**src/rtl/climber_pkg.sv**
```systemverilog
// Shared definitions for the climber video pipeline: XVGA timing defaults,
// info bus layout and tracker clamp limits.
package climber_pkg;

  localparam int H_ACTIVE_DEF = 1024;
  localparam int H_FP_DEF     = 24;
  localparam int H_SYNC_DEF   = 136;
  localparam int H_BP_DEF     = 160;
  localparam int V_ACTIVE_DEF = 768;
  localparam int V_FP_DEF     = 3;
  localparam int V_SYNC_DEF   = 6;
  localparam int V_BP_DEF     = 29;
  localparam int DEBOUNCE_DEF = 650000;

  localparam int X_W    = 11;
  localparam int Y_W    = 10;
  localparam int INFO_W = 69;

  localparam logic [X_W-1:0] X_MAX = 11'd1023;
  localparam logic [Y_W-1:0] Y_MAX = 10'd767;

  // Field order is the bus layout, MSB first.
  typedef struct packed {
    logic           rst;
    logic [X_W-1:0] hcount;
    logic [Y_W-1:0] vcount;
    logic           hsync;
    logic           vsync;
    logic           blank;
    logic [X_W-1:0] hand1x;
    logic [Y_W-1:0] hand1y;
    logic [X_W-1:0] hand2x;
    logic [Y_W-1:0] hand2y;
    logic           grab2;
    logic           grab1;
  } info_bus_t;

  localparam info_bus_t BUS_RESET = info_bus_t'({1'b1, 21'd0, 2'b11, 1'b0, 42'd0, 2'b00});

  function automatic logic [X_W-1:0] clamp_x(input logic [X_W-1:0] x);
    return (x > X_MAX) ? X_MAX : x;
  endfunction

  function automatic logic [Y_W-1:0] clamp_y(input logic [Y_W-1:0] y);
    return (y > Y_MAX) ? Y_MAX : y;
  endfunction

endpackage

```
**src/rtl/grab_debounce.sv**
```systemverilog
// Glove button conditioner: two-flop synchronizer followed by a stability
// counter; the accepted level only changes after a long enough stable run.
module grab_debounce #(
  parameter int DEBOUNCE_CYCLES = 650000
) (
  input  logic clockin,
  input  logic reset_n,
  input  logic raw,
  output logic accepted,
  output logic accept_now
);

  localparam int CNT_W = (DEBOUNCE_CYCLES > 1) ? $clog2(DEBOUNCE_CYCLES) : 1;
  localparam logic [CNT_W-1:0] CNT_LAST = CNT_W'(DEBOUNCE_CYCLES - 1);

  logic             sync1;
  logic             sync2;
  logic [CNT_W-1:0] cnt;
  logic [CNT_W-1:0] cnt_nxt;

  // accept_now marks the edge on which accepted flips to the synced level.
  always_comb begin
    cnt_nxt    = '0;
    accept_now = 1'b0;
    if (sync2 != accepted) begin
      if (cnt == CNT_LAST) accept_now = 1'b1;
      else                 cnt_nxt    = cnt + 1'b1;
    end
  end

  always_ff @(posedge clockin or negedge reset_n) begin
    if (!reset_n) begin
      sync1    <= 1'b0;
      sync2    <= 1'b0;
      cnt      <= '0;
      accepted <= 1'b0;
    end else begin
      sync1    <= raw;
      sync2    <= sync1;
      cnt      <= cnt_nxt;
      accepted <= accepted ^ accept_now;
    end
  end

endmodule

```
**src/rtl/info_bus_gen.sv**
```systemverilog
// Pipeline head: XVGA timing counters, per-frame tracker/grab sampling and
// packing of the registered 69-bit info bus.
module info_bus_gen
  import climber_pkg::*;
#(
  parameter int H_ACTIVE        = H_ACTIVE_DEF,
  parameter int H_FP            = H_FP_DEF,
  parameter int H_SYNC          = H_SYNC_DEF,
  parameter int H_BP            = H_BP_DEF,
  parameter int V_ACTIVE        = V_ACTIVE_DEF,
  parameter int V_FP            = V_FP_DEF,
  parameter int V_SYNC          = V_SYNC_DEF,
  parameter int V_BP            = V_BP_DEF,
  parameter int DEBOUNCE_CYCLES = DEBOUNCE_DEF
) (
  input  logic              clockin,
  input  logic              reset_n,
  input  logic [X_W-1:0]    hand1x_in,
  input  logic [Y_W-1:0]    hand1y_in,
  input  logic [X_W-1:0]    hand2x_in,
  input  logic [Y_W-1:0]    hand2y_in,
  input  logic              grab1_raw,
  input  logic              grab2_raw,
  output logic [INFO_W-1:0] infout,
  output logic              existsout,
  output logic              clockout
);

  localparam logic [X_W-1:0] H_LAST   = X_W'(H_ACTIVE + H_FP + H_SYNC + H_BP - 1);
  localparam logic [X_W-1:0] H_VIS    = X_W'(H_ACTIVE);
  localparam logic [X_W-1:0] HS_FIRST = X_W'(H_ACTIVE + H_FP);
  localparam logic [X_W-1:0] HS_LAST  = X_W'(H_ACTIVE + H_FP + H_SYNC - 1);
  localparam logic [Y_W-1:0] V_LAST   = Y_W'(V_ACTIVE + V_FP + V_SYNC + V_BP - 1);
  localparam logic [Y_W-1:0] V_VIS    = Y_W'(V_ACTIVE);
  localparam logic [Y_W-1:0] VS_FIRST = Y_W'(V_ACTIVE + V_FP);
  localparam logic [Y_W-1:0] VS_LAST  = Y_W'(V_ACTIVE + V_FP + V_SYNC - 1);

  info_bus_t      bus_q;
  info_bus_t      bus_d;
  logic           g1_acc, g1_take;
  logic           g2_acc, g2_take;
  logic           h_wrap;
  logic           frame_start;
  logic [X_W-1:0] h_nxt;
  logic [Y_W-1:0] v_nxt;

  grab_debounce #(.DEBOUNCE_CYCLES(DEBOUNCE_CYCLES)) u_grab1 (
    .clockin    (clockin),
    .reset_n    (reset_n),
    .raw        (grab1_raw),
    .accepted   (g1_acc),
    .accept_now (g1_take)
  );

  grab_debounce #(.DEBOUNCE_CYCLES(DEBOUNCE_CYCLES)) u_grab2 (
    .clockin    (clockin),
    .reset_n    (reset_n),
    .raw        (grab2_raw),
    .accepted   (g2_acc),
    .accept_now (g2_take)
  );

  assign h_wrap      = (bus_q.hcount == H_LAST);
  assign frame_start = h_wrap && (bus_q.vcount == V_LAST);

  // Sync and blank are decoded from the next counts so they land in the
  // same bus word as the counts they describe.
  always_comb begin
    h_nxt = h_wrap ? '0 : bus_q.hcount + 1'b1;
    v_nxt = bus_q.vcount;
    if (h_wrap) v_nxt = (bus_q.vcount == V_LAST) ? '0 : bus_q.vcount + 1'b1;

    bus_d        = bus_q;
    bus_d.hcount = h_nxt;
    bus_d.vcount = v_nxt;
    bus_d.hsync  = !((h_nxt >= HS_FIRST) && (h_nxt <= HS_LAST));
    bus_d.vsync  = !((v_nxt >= VS_FIRST) && (v_nxt <= VS_LAST));
    bus_d.blank  = (h_nxt >= H_VIS) || (v_nxt >= V_VIS);

    // A grab accepted on the frame-start edge already counts for this frame.
    if (frame_start) begin
      bus_d.rst    = 1'b0;
      bus_d.hand1x = clamp_x(hand1x_in);
      bus_d.hand1y = clamp_y(hand1y_in);
      bus_d.hand2x = clamp_x(hand2x_in);
      bus_d.hand2y = clamp_y(hand2y_in);
      bus_d.grab1  = g1_acc ^ g1_take;
      bus_d.grab2  = g2_acc ^ g2_take;
    end
  end

  always_ff @(posedge clockin or negedge reset_n) begin
    if (!reset_n) bus_q <= BUS_RESET;
    else          bus_q <= bus_d;
  end

  assign infout    = bus_q;
  assign existsout = 1'b0;
  assign clockout  = clockin;

endmodule

```
**config.mk**
```make
export PLATFORM = sky130hd
export DESIGN_NAME = info_bus_gen
export DESIGN_NICKNAME = d
export VERILOG_FILES = /design/src/rtl/climber_pkg.sv /design/src/rtl/grab_debounce.sv /design/src/rtl/info_bus_gen.sv
export SDC_FILE = /design/constraint.sdc
export NUM_CORES = 1
export LEC_CHECK = 0
export CAP_MARGIN = 20
export CORE_ASPECT_RATIO = 1.4
export CORE_MARGIN = 2
export CORE_UTILIZATION = 50
export CTS_CLUSTER_DIAMETER = 150
export DETAILED_ROUTE_END_ITERATION = 8
export GPL_TIMING_DRIVEN = 0
export PLACE_DENSITY = 0.79
export SYNTH_ARGS = -nofsm -noshare
export SYNTH_HDL_FRONTEND = slang
export SYNTH_SLANG_ARGS = --single-unit
export TNS_END_PERCENT = 1
```
**constraint.sdc**
```tcl
create_clock -name clockin -period 3 [get_ports clockin]
set_input_delay 0.3 -clock clockin [delete_from_list [all_inputs] [get_ports clockin]]
set_output_delay 0.3 -clock clockin [all_outputs]
set_load 0.1 [all_outputs]
```
* Yosys cells after proc, flatten, opt, wreduce, memory -nomap -nowiden
Index checks and enable logic that the tools add are counted.
** Storage, ports and cells
- Output and inout port bits :: 71
- Bits in registers :: 115
- Bits of input ports :: 46
- Word-level logic and storage cells :: 63
** Cells by class
- Bitwise gates (word level) :: 2
- Add/subtract/negate cells :: 4
- Reduce and logical (&&, ||, !) cells :: 6
- Order comparisons :: 10
- Equal/unequal tests :: 6
- Mux-type cells :: 15
** Operators by type and width (count)
- 20-bit 2-to-1 mux :: 4
- 20-bit by 1-bit adder with 20-bit output (second input constant) :: 2
- 20-bit equality test (second input constant) :: 2
- 10-bit 2-to-1 mux :: 4
- 11-bit 2-to-1 mux :: 3
- 11-bit >= comparator (second input constant) :: 2
- 11-bit by 10-bit > comparator with 1-bit output (second input constant) :: 2
- 10-bit >= comparator (second input constant) :: 2
- 10-bit > comparator (second input constant) :: 2
- 11-bit by 1-bit adder with 11-bit output (second input constant) :: 1
- 11-bit equality test (second input constant) :: 1
- 11-bit less-or-equal comparator (second input constant) :: 1
- 10-bit by 1-bit adder with 10-bit output (second input constant) :: 1
- 10-bit equality test (second input constant) :: 1
- 10-bit less-or-equal comparator (second input constant) :: 1
- 1-bit 2-to-1 mux :: 4
- 1-bit logical AND :: 3
- 1-bit zero test :: 2
- 1-bit inequality test :: 2
- 1-bit XOR :: 2
- 1-bit logical OR :: 1

* Longest topological paths before layout
Gate-level depths: netlist of the first run.
- Depth in word-level cells :: 6
- Mapped depth :: 9
- Mapped depth without buffers :: 9

* Modules after synthesis
From an unflattened synthesis of the first run, not the netlist that was laid out.
** Second synthesis, totals
- Cell total of the unflattened synthesis :: 559
- Area total of the unflattened synthesis :: 5527.8 µm²
** By module, submodules not included
- info_bus_gen :: cells an instance 341, sequential area each 1730.4 µm², area each 3243.1 µm², instances 1
- grab_debounce :: cells an instance 109, sequential area each 575.6 µm², area each 1142.3 µm², instances 2

==> key figures, run 1 <==
Run status
  – Outcome: complete, no violations

Drt
  – Drt total wl: 12,700 µm
  – Drt wl/cell: 15.2 µm
  – Residual DRC count: 0
  – Via density: 5.31
  – First drt pass iteration count: 7
  – DR vias: 4,414
  – ANT nets after route: 0
  – DR iter-0 viols: 230

Die
  – Die height: 126 µm
  – Core ar.: 10,300 µm²
  – Die width: 90.9 µm
  – Initial Util: 51.1%
  – Io pins: 117
  – Die ar.: 11,400 µm²
  – Row count: 44

Global routing
  – Largest net degree at the start of global routing: 66
  – Vias in the first global route: 4,423
  – Grt ovf: 0
  – Initial antenna violation count: 0
  – GRT Overall Usage: 23.5%
  – Global-route wire length before repair: 21,200 µm

Synthesis
  – Top cells by count, synth: 112 x dfrtp_1, 89 x nand2_1, 60 x nor2_1, 45 x o21ai_0, 33 x xnor2_1
  – Post-synth EDFFs: 0
  – Ys flop type: dfrtp_1
  – Synth Area in Simple Gates: 22.5%
  – Synth Area in XOR/XNOR: 8.44%
  – Post-synthesis cell area: 5290 µm²
  – Synthesized Nets: 600
  – Area contributors post-synth: dfrtp_1 53%, nand2_1 6.3%, xnor2_1 5.5%
  – Top-count cell post-synth: dfrtp_1
  – Adder-Cell Fraction of Synth Area: 1.42%
  – Largest area contributor in the netlist: dfrtp_1
  – Post-synthesis compound-gate area fraction: 9.34%
  – Post-synthesis register bit count: 115
  – Mux cell area share after synthesis: 0.426%
  – Mean Syn Cell Area: 9.65 µm²
  – Netlist cell types: 53
  – YS warnings: 0
  – Seq/Total Area, Yosys: 54.5%
  – Yosys top cell area share: 53.0%
  – Largest family of logic cells by synthesized area: simple AND/OR/NAND/NOR gates
  – Async set-reset flop share out of synthesis: 100%
  – Post-Syn Instances: 548

Hold path
  – Worst Hold Class: primary input to register

Placed design
  – # placed instances: 796
  – Final GP Congestion: 0.879
  – Hpwl dp: 8930 µm
  – Post-DP Area: 6580 µm²
  – I/O Buffers: 109

Job
  – Max Cap Viol: 0

CTS
  – # Post-CTS Setup Buffers: 0
  – CTS tree: done
  – CTS clk-pin slew, worst paths: 0.05 ns
  – Worst-skew pair later-pin latency: 0.52 ns

Finish
  – Syn-to-layout area delta: 37.1%
  – Post-route cell area: 7250 µm²
  – Share of layout cells above drive strength 1: 9.94%
  – Final Instance Count excl. Fillers: 832
  – Antenna Diode Count: 0
  – Final #Nets: 733
  – Final Util: 70.1%
  – Fill count: 833

Critical path
  – CP required: 2.70 ns
  – Critical Path Sink Type: output pin
  – Crit start category: clock port
  – CP Data Arrival Time: 2.44 ns
  – CP Max Fanout: 2
  – Critical path class: clock port to output pin

Timing
  – Endpoints failing hold: 0
  – Max-slew violation count: 0
  – Final setup fails: 0
  – Slew @ Worst Pin: 1.03 ns
  – RSZ-0062 raised after global routing: no
  – Clock Skews: 0.00903 ns
  – Slew headroom: 31.0%

Power and ir drop
  – VDD IR max: 419 µV
  – Cell area power density: 548 nW/µm²
  – Leakage power total: 3.14 nW
worst paths after layout:
path / startpoint / to / slack, ns / cells past startpoint
setup reg to reg: infout[57] / infout[45] / 0.31 / 8
hold reg to reg: u_grab1.sync1 / u_grab1.sync2 / 0.36 / 0
hold / removal: hand2y_in[9] / infout[11] / 0.17 / 3
setup / recovery: clockin / clockout / 0.26 / 4
min in group asynchronous: reset_n / infout[18] / 0.37 / 2
max in group asynchronous: reset_n / infout[68] / 1.86 / 3
sequential cells by signal, indices dropped and copies added (netlist names):
signal,flops
u_grab1.accepted,1
u_grab2.accepted,1
u_grab2.cnt,20
u_grab1.sync2,1
u_grab2.sync1,1
u_grab1.sync1,1
u_grab2.sync2,1
u_grab1.cnt,20
infout,69
layout by cell type, fill, tap and decap left out, types with 3 or more instances in the layout:
cell type,n
clkdlybuf4s50_1,107
a21oi_1,24
clkbuf_1,23
nand3_1,25
clkinv_2,4
xnor2_1,33
and3_1,18
clkinvlp_4,4
buf_4,3
buf_2,5
dfrtp_1,108
or2_2,5
nand4_1,7
nand3b_1,5
nor2_1,60
xor2_1,18
or4b_2,3
or3_1,4
clkbuf_16,20
ha_1,6
inv_1,13
and2_1,5
o31ai_1,3
nor3_1,7
o21ai_0,45
dfrtp_2,4
nand2_1,89
dfstp_2,3
timing repair:
action / CTS / global route
endpoints found under the hold margin: 48 / 0
hold buffers: 1 / 0
gates resized for setup: 1 / 1
endpoints found under the setup margin: 1 / 47
layer usage:
metal / track usage (%) / routed length [µm] / vias to the layer above
li1: - / - / 2115
met1: 28.9 / 5270 / 2132
met2: 38.0 / 6420 / 145
met3: 8.73 / 763 / 22
met4: 8.38 / 234 / 0
met5: 0 / 0 / -
power breakdown:
group / internal, W / switching (W) / leakage, nW
combinational: 0.0000640 / 0.0000696 / 1.47
sequential: 0.00156 / 0.00000586 / 1.35
clock: 0.00145 / 0.000819 / 0.319
total: 0.00308 / 0.000894 / 3.14
metrics by stage:
| stage | setup slack, ns | hold slack [ns] | TNS [ns] | total power [W] |
|---|---|---|---|---|
| after floorplan | 0.0481 | 0.00441 | 0 | 0.00176 |
| after global placement | -3.11 | 0.345 | -305.59 | 0.00187 |
| after detailed placement | 0.0583 | 0.338 | 0 | 0.00188 |
| after CTS | 0.0278 | 0.146 | 0 | 0.00402 |
| after global routing | 0.139 | 0.184 | 0 | 0.00411 |
| final | 0.261 | 0.168 | 0 | 0.00398 |
critical path, stage by stage:
cell and delay [ns]:
clkbuf_16 0.12, clkbuf_16 0.13, buf_4 0.11, dlygate4sd2_1 0.58
cell families after synthesis:
family / Yosys count
and+or+nand+nor: 244
xor gates and xnor gates: 51
adders and majority gates: 6
other: 1
muxes: 2
buffers and inverters: 42
AOI/OAI and AO/OA: 87
DFF: 115
area by class of cell:
| cell class | instances | area [µm²] | area share, % |
|---|---|---|---|
| Sequential cell | 115 | 2890 | 39.8 |
| Multi-Input combinational cell | 391 | 2240 | 30.9 |
| Timing Repair Buffer | 110 | 1120 | 15.4 |
| Clock buffer | 26 | 548 | 7.56 |
| Tap cell | 138 | 173 | 2.38 |
| Buffer | 29 | 125 | 1.73 |
| Clock inverter | 10 | 110 | 1.52 |
| Inverter | 13 | 48.8 | 0.673 |
(Power assumes the default switching activity.)
==> run 2, diff against run 1 <==
CORE_MARGIN = not set   (was 2)
CTS_CLUSTER_DIAMETER = 100   (was 150)
==> run 2 against run 1 <==
Effect of this change:
- sequential share of layout area rose by 0.069 points
- design area fell by 0.17%
- setup slack got worse by 0.0066 ns
- global-route usage rose by 2.2 points
- critical path depth did not move
- largest power group unchanged
- highest routed layer unchanged
==> key figures, run 2 (synthesized netlist as in run 1, its figures left out) <==
Run status
  – Outcome: complete, no violations

Timing
  – Clock Skews: 0.00755 ns (-0.00148 ns)
  – Endpoints failing hold: 0 (unchanged)
  – RSZ-0062 raised after global routing: no
  – Slew @ Worst Pin: 1.02 ns (-0.0127 ns)
  – Final setup TNS: 0 ns (unchanged)
  – Slew headroom: 31.8% (+0.85 points)
  – Max-slew violation count: 0 (unchanged)
  – Final setup fails: 0 (unchanged)

Die
  – Die height: 124 µm (-1.6%)
  – Core ar.: 10,300 µm² (unchanged)
  – Die ar.: 11,000 µm² (-3.8%)
  – Initial Util: 51.1% (unchanged)
  – Row count: 44 (unchanged)
  – Die width: 88.9 µm (-2.2%)
  – Io pins: 117 (unchanged)

Finish
  – Commonest non-fill, non-tap cells in the layout: 108 x dfrtp_1, 107 x clkdlybuf4s50_1, 89 x nand2_1
  – Final Util: 69.9% (-0.12 points)
  – Max reg flops: 69 (unchanged)
  – Commonest non-fill, non-tap cell in the layout: dfrtp_1
  – Share of layout cells above drive strength 1: 9.93% (-0.014 points)
  – Syn-to-layout area delta: 36.8%
  – Antenna Diode Count: 0 (unchanged)
  – Final #Nets: 734 (+0.14%)

Drt
  – Drt wl/cell: 15.4 µm (+0.97%)
  – DR iter-0 viols: 210 (-8.7%)
  – ANT nets after route: 0 (unchanged)
  – DR vias: 4,411 (-0.068%)
  – Via density: 5.30 (-0.19%)
  – First drt pass iteration count: 5 (-2)
  – Drt total wl: 12,800 µm (+1.1%)
  – Residual DRC count: 0 (unchanged)

Power and ir drop
  – VDD IR max: 381 µV (-9.2%)
  – Leakage power total: 3.15 nW (+0.21%)
  – Switching Share: 22.5% (about the same)
  – Gate power share: 3.4% (about the same)
  – Net Switching: 0.000887 W (-0.75%)
  – Cell area power density: 545 nW/µm² (-0.56%)
  – Clock power frac: 56.9% (-0.3 points)
  – Int Power: 0.00306 W (-0.73%)
  – Flop pwr share: 39.8% (+0.3 points)

Critical path
  – Most common cell on crit path: clkbuf_16
  – CP required: 2.70 ns (about the same)
  – Crit-path cells: clkbuf_16 -> clkbuf_16 -> buf_4 -> dlygate4sd2_1
  – CP bufs+invs: 4 (unchanged)
  – CP max stage delay: 0.58 ns (about the same)
  – CP Max Fanout: 2 (unchanged)
  – CP Data Arrival Time: 2.45 ns (about the same)
  – Slowest CP cell: dlygate4sd2_1
  – Critical Path Sink Type: output pin
  – CP top delay family: buffers and inverters
  – Crit start category: clock port
  – Critical path class: clock port to output pin

Placed design
  – I/O Buffers: 109 (unchanged)
  – Final GP Congestion: 0.816 (-7.2%)
  – Hpwl dp: 9000 µm (+0.76%)

Global routing
  – Global-route wire length before repair: 20,900 µm (-1.1%)
  – Grt ovf: 0 (unchanged)
  – Initial antenna violation count: 0 (unchanged)
  – Largest net degree at the start of global routing: 66 (unchanged)
  – GRT Overall Usage: 25.6% (+2.2 points)
  – Vias in the first global route: 4,528 (+2.4%)

Job
  – Max Cap Viol: 0 (unchanged)

CTS
  – CTS clk-pin slew, worst paths: 0.05 ns (about the same)
  – # Post-CTS Setup Buffers: 0 (unchanged)
  – CTS tree: done
  – Worst-skew pair later-pin latency: 0.52 ns (about the same)

Hold path
  – Worst Hold Class: primary input to register
run 2: changes by cell type in the layout (fill, tap and decap cells not counted), sizes merged:
cell	previous run	this run
clkinvlp	4	2
clkinv	4	6
clkbuf	47	48
run 2: final timing paths:
kind                       slack, ns       endpoint  cells after the start          start
setup / recovery                0.25       clockout                      4        clockin
hold / removal                  0.16     infout[11]                      3   hand2y_in[9]
setup reg to reg                0.35      infout[6]                      6     infout[50]
hold reg to reg                 0.35  u_grab1.sync2                      0  u_grab1.sync1
max in group asynchronous       1.80     infout[68]                      3        reset_n
min in group asynchronous       0.43     infout[51]                      2        reset_n
run 2: area by class of cell:
cell class	instances	area (µm²)
Tap cell	138	173
Clock buffer	26	538
Clock inverter	10	109
Buffer	29	125
Timing Repair Buffer	111	1120
Multi-Input combinational cell	391	2230
Fill cell	815	3110
Inverter	13	48.8
Sequential cell	115	2890
run 2: worst min-delay path, stage by stage:
cell	delay, ns
clkbuf_1	0.19
nand2_1	0.10
nand2_1	0.05
run 2: power groups by stage:
stage / clock [W] / combinational, W / sequential [W]
global route: 0.00235 / 0.000151 / 0.00157
detailed placement: 0.000149 / 0.000136 / 0.00159
floorplan: 0.000126 / 0.0000403 / 0.00159
global placement: 0.000149 / 0.000128 / 0.00159
CTS: 0.00228 / 0.000137 / 0.00157
finish: 0.00224 / 0.000134 / 0.00157
run 2: routing by layer:
metal	vias up	track usage (%)	share of wire [%]	wire, µm
li1	2116	-	-	-
met1	2120	30.2	41	5270
met2	144	42.3	51	6510
met3	31	7.36	5.5	700
met4	0	13.5	2.7	348
met5	-	0	0	0
run 2: timing repair:
action                                 in CTS  in global routing
gates resized for setup                     1                  0
hold buffers                                1                  0
setup endpoints to repair                   1                  0
endpoints found under the hold margin      63                  0
run 2: per-stage QoR:
step	cell area (µm²)	cells	power, W	hold slack [ns]	worst slack (ns)
2_1_floorplan	5300	548	0.00176	0.00441	0.0481
3_3_place_gp	6560	795	0.00187	0.340	-3.08
3_5_place_dp	6580	796	0.00188	0.342	0.0632
4_1_cts	7230	832	0.00398	0.146	0.0257
5_1_grt	7240	833	0.00407	0.198	0.196
6_report	7240	833	0.00395	0.161	0.254
==> run 3, diff against run 2 <==
PLACE_DENSITY = 0.84   (was 0.79)
==> run 3 against run 2 <==
Effect of this change:
- setup slack better by 0.0057 ns
- count of clock-buffer cells in the layout up 2
- non-clock buffer count down 1
- highest routed layer unchanged
- sequential cell count unchanged
- critical path depth unchanged
- register-to-register slack about the same
- critical endpoint unchanged
- largest cell class unchanged
- combinational power up 3%
- sequential power about the same
- total power up 5.9%
- cell count down 0.12%
- global-route usage up 1.3 points
==> key figures, run 3 (synthesized netlist as in run 1, its figures left out) <==
Finish
  – Antenna Diode Count: 0 (unchanged)
  – Final Instance Count excl. Fillers: 832 (-0.12%)
  – Final #Nets: 733 (-0.14%)
  – Commonest non-fill, non-tap cell in the layout: dfrtp_1
  – Syn-to-layout area delta: 38.2%
  – Share of layout cells above drive strength 1: 10.2% (+0.30 points)
  – Commonest non-fill, non-tap cells in the layout: 108 x dfrtp_1, 107 x clkdlybuf4s50_1, 89 x nand2_1
  – Max reg flops: 69 (unchanged)
  – Post-route cell area: 7310 µm² (+0.99%)

Die
  – Core ar.: 10,300 µm² (unchanged)
  – Io pins: 117 (unchanged)
  – Die height: 124 µm (unchanged)
  – Die ar.: 11,000 µm² (unchanged)
  – Row count: 44 (unchanged)
  – Die width: 88.9 µm (unchanged)
  – Initial Util: 51.1% (unchanged)

Global routing
  – Initial antenna violation count: 0 (unchanged)
  – Grt ovf: 0 (unchanged)
  – Largest net degree at the start of global routing: 61 (-7.6%)
  – Global-route wire length before repair: 21,800 µm (+4.3%)
  – Vias in the first global route: 4,588 (+1.3%)
  – GRT Overall Usage: 26.9% (+1.3 points)

Critical path
  – Critical path class: clock port to output pin
  – R2R Path End: infout[6]
  – CP required: 2.70 ns (about the same)
  – CP Data Arrival Time: 2.44 ns (about the same)
  – CP bufs+invs: 4 (unchanged)
  – CP max stage delay: 0.58 ns (about the same)
  – FF-to-FF path depth: 6 (unchanged)
  – Most common cell on crit path: clkbuf_16
  – Minimum setup slack among reg-to-reg paths: 0.34 ns (about the same)
  – FF-to-FF Start: infout[50]
  – CP endpoint: clockout
  – Slowest CP cell: dlygate4sd2_1
  – Crit-path cells: clkbuf_16 -> clkbuf_16 -> buf_4 -> dlygate4sd2_1
  – Critical Path Sink Type: output pin
  – CP top delay family: buffers and inverters
  – CP startpoint: clockin
  – CP Max Fanout: 2 (unchanged)
  – Crit start category: clock port
  – Critical path depth: 4 (unchanged)

Placed design
  – Post-Place Setup Slack: 0.00530 ns (-0.0579 ns)
  – Hpwl dp: 9160 µm (+1.8%)
  – Final GP Congestion: 0.887 (+8.7%)
  – Post-DP Area: 6580 µm² (unchanged)
  – I/O Buffers: 109 (unchanged)
  – # placed instances: 796 (unchanged)

Power and ir drop
  – Leakage power total: 3.18 nW (+1.1%)
  – Final Power: 0.00418 W (+5.9%)
  – VDD IR max: 370 µV (-2.7%)
  – Cell area power density: 572 nW/µm² (+4.8%)

Timing
  – Final setup fails: 0 (unchanged)
  – RSZ-0062 raised after global routing: no
  – Setup WS post-layout: 0.260 ns (+0.00566 ns)
  – Endpoints failing hold: 0 (unchanged)
  – Slew @ Worst Pin: 1.04 ns (+0.0154 ns)
  – Clock Skews: 0.00908 ns (+0.00153 ns)
  – Max-slew violation count: 0 (unchanged)
  – Slew headroom: 30.8% (-1.0 points)

Job
  – Max Cap Viol: 0 (unchanged)

Hold path
  – Worst Hold Class: primary input to register

Drt
  – DR vias: 4,497 (+1.9%)
  – Drt wl/cell: 16.3 µm (+6.1%)
  – Via density: 5.41 (+2.1%)
  – Residual DRC count: 0 (unchanged)
  – DR iter-0 viols: 264 (+26%)
  – First drt pass iteration count: 4 (-1)
  – Drt total wl: 13,600 µm (+6.0%)
  – ANT nets after route: 0 (unchanged)

CTS
  – CTS tree: done
  – # Post-CTS Setup Buffers: 0 (unchanged)
  – Worst-skew pair later-pin latency: 0.52 ns (about the same)
  – CTS clk-pin slew, worst paths: 0.05 ns (about the same)

Run status
  – Outcome: complete, no violations
run 3: through the flow:
stage | util, % | TNS, ns | hold slack (ns)
floorplan | - | 0 | 0.00441
global placement | 63.4 | -297.77 | 0.337
detailed placement | 63.6 | 0 | 0.339
CTS | 70.5 | 0 | 0.154
global route | 70.6 | 0 | 0.199
finish | 70.6 | 0 | 0.176
run 3: what timing repair did:
item	CTS	global route
pin swaps	0	0
endpoints found under the hold margin	57	0
gates resized for setup	1	1
hold buffers	1	0
endpoints found under the setup margin	1	48
run 3: layout make-up:
cell class	count	area (µm²)
plain buffers	29	125
clock buffers	28	596
clock inverters	8	121
fillers	785	3040
inverters	13	48.8
multi-input cells	391	2240
flip-flops and latches	115	2890
well taps	138	173
repair buffers	110	1120
run 3: worst reg2reg max path: stages, from the launching register on:
cell and delay [ns]:
dfrtp_1 0.43, or4b_2 0.73, nor4_4 0.45, nand2_1 0.33, clkbuf_1 0.36, nand2_1 0.15, o21ai_0 0.09
run 3: how the worst min path moves through the flow:
stage	startpoint	to	cells past startpoint
after global routing	hand1y_in[9]	infout[32]	3
after CTS	hand1y_in[8]	infout[31]	3
after floorplan	reset_n	infout[0]	0
final	hand1y_in[8]	infout[31]	3
after detailed placement	u_grab2.sync1	u_grab2.sync2	0
after global placement	u_grab1.sync1	u_grab1.sync2	0
run 3: power breakdown:
part / total (W) / leakage, nW / switching, W / internal, W
clock network: 0.00247 / 0.359 / 0.000839 / 0.00163
registers: 0.00157 / 1.35 / 0.00000570 / 0.00156
logic: 0.000138 / 1.47 / 0.0000734 / 0.0000641
run 3: metal layers:
metal  global-route usage (%)  up-vias  wire [µm]
met1                     31.0     2205       5470
met2                     45.6      154       7200
met3                     8.22       21        667
met4                     12.4        0        256
met5                        0        -          0
li1                         -     2117          -
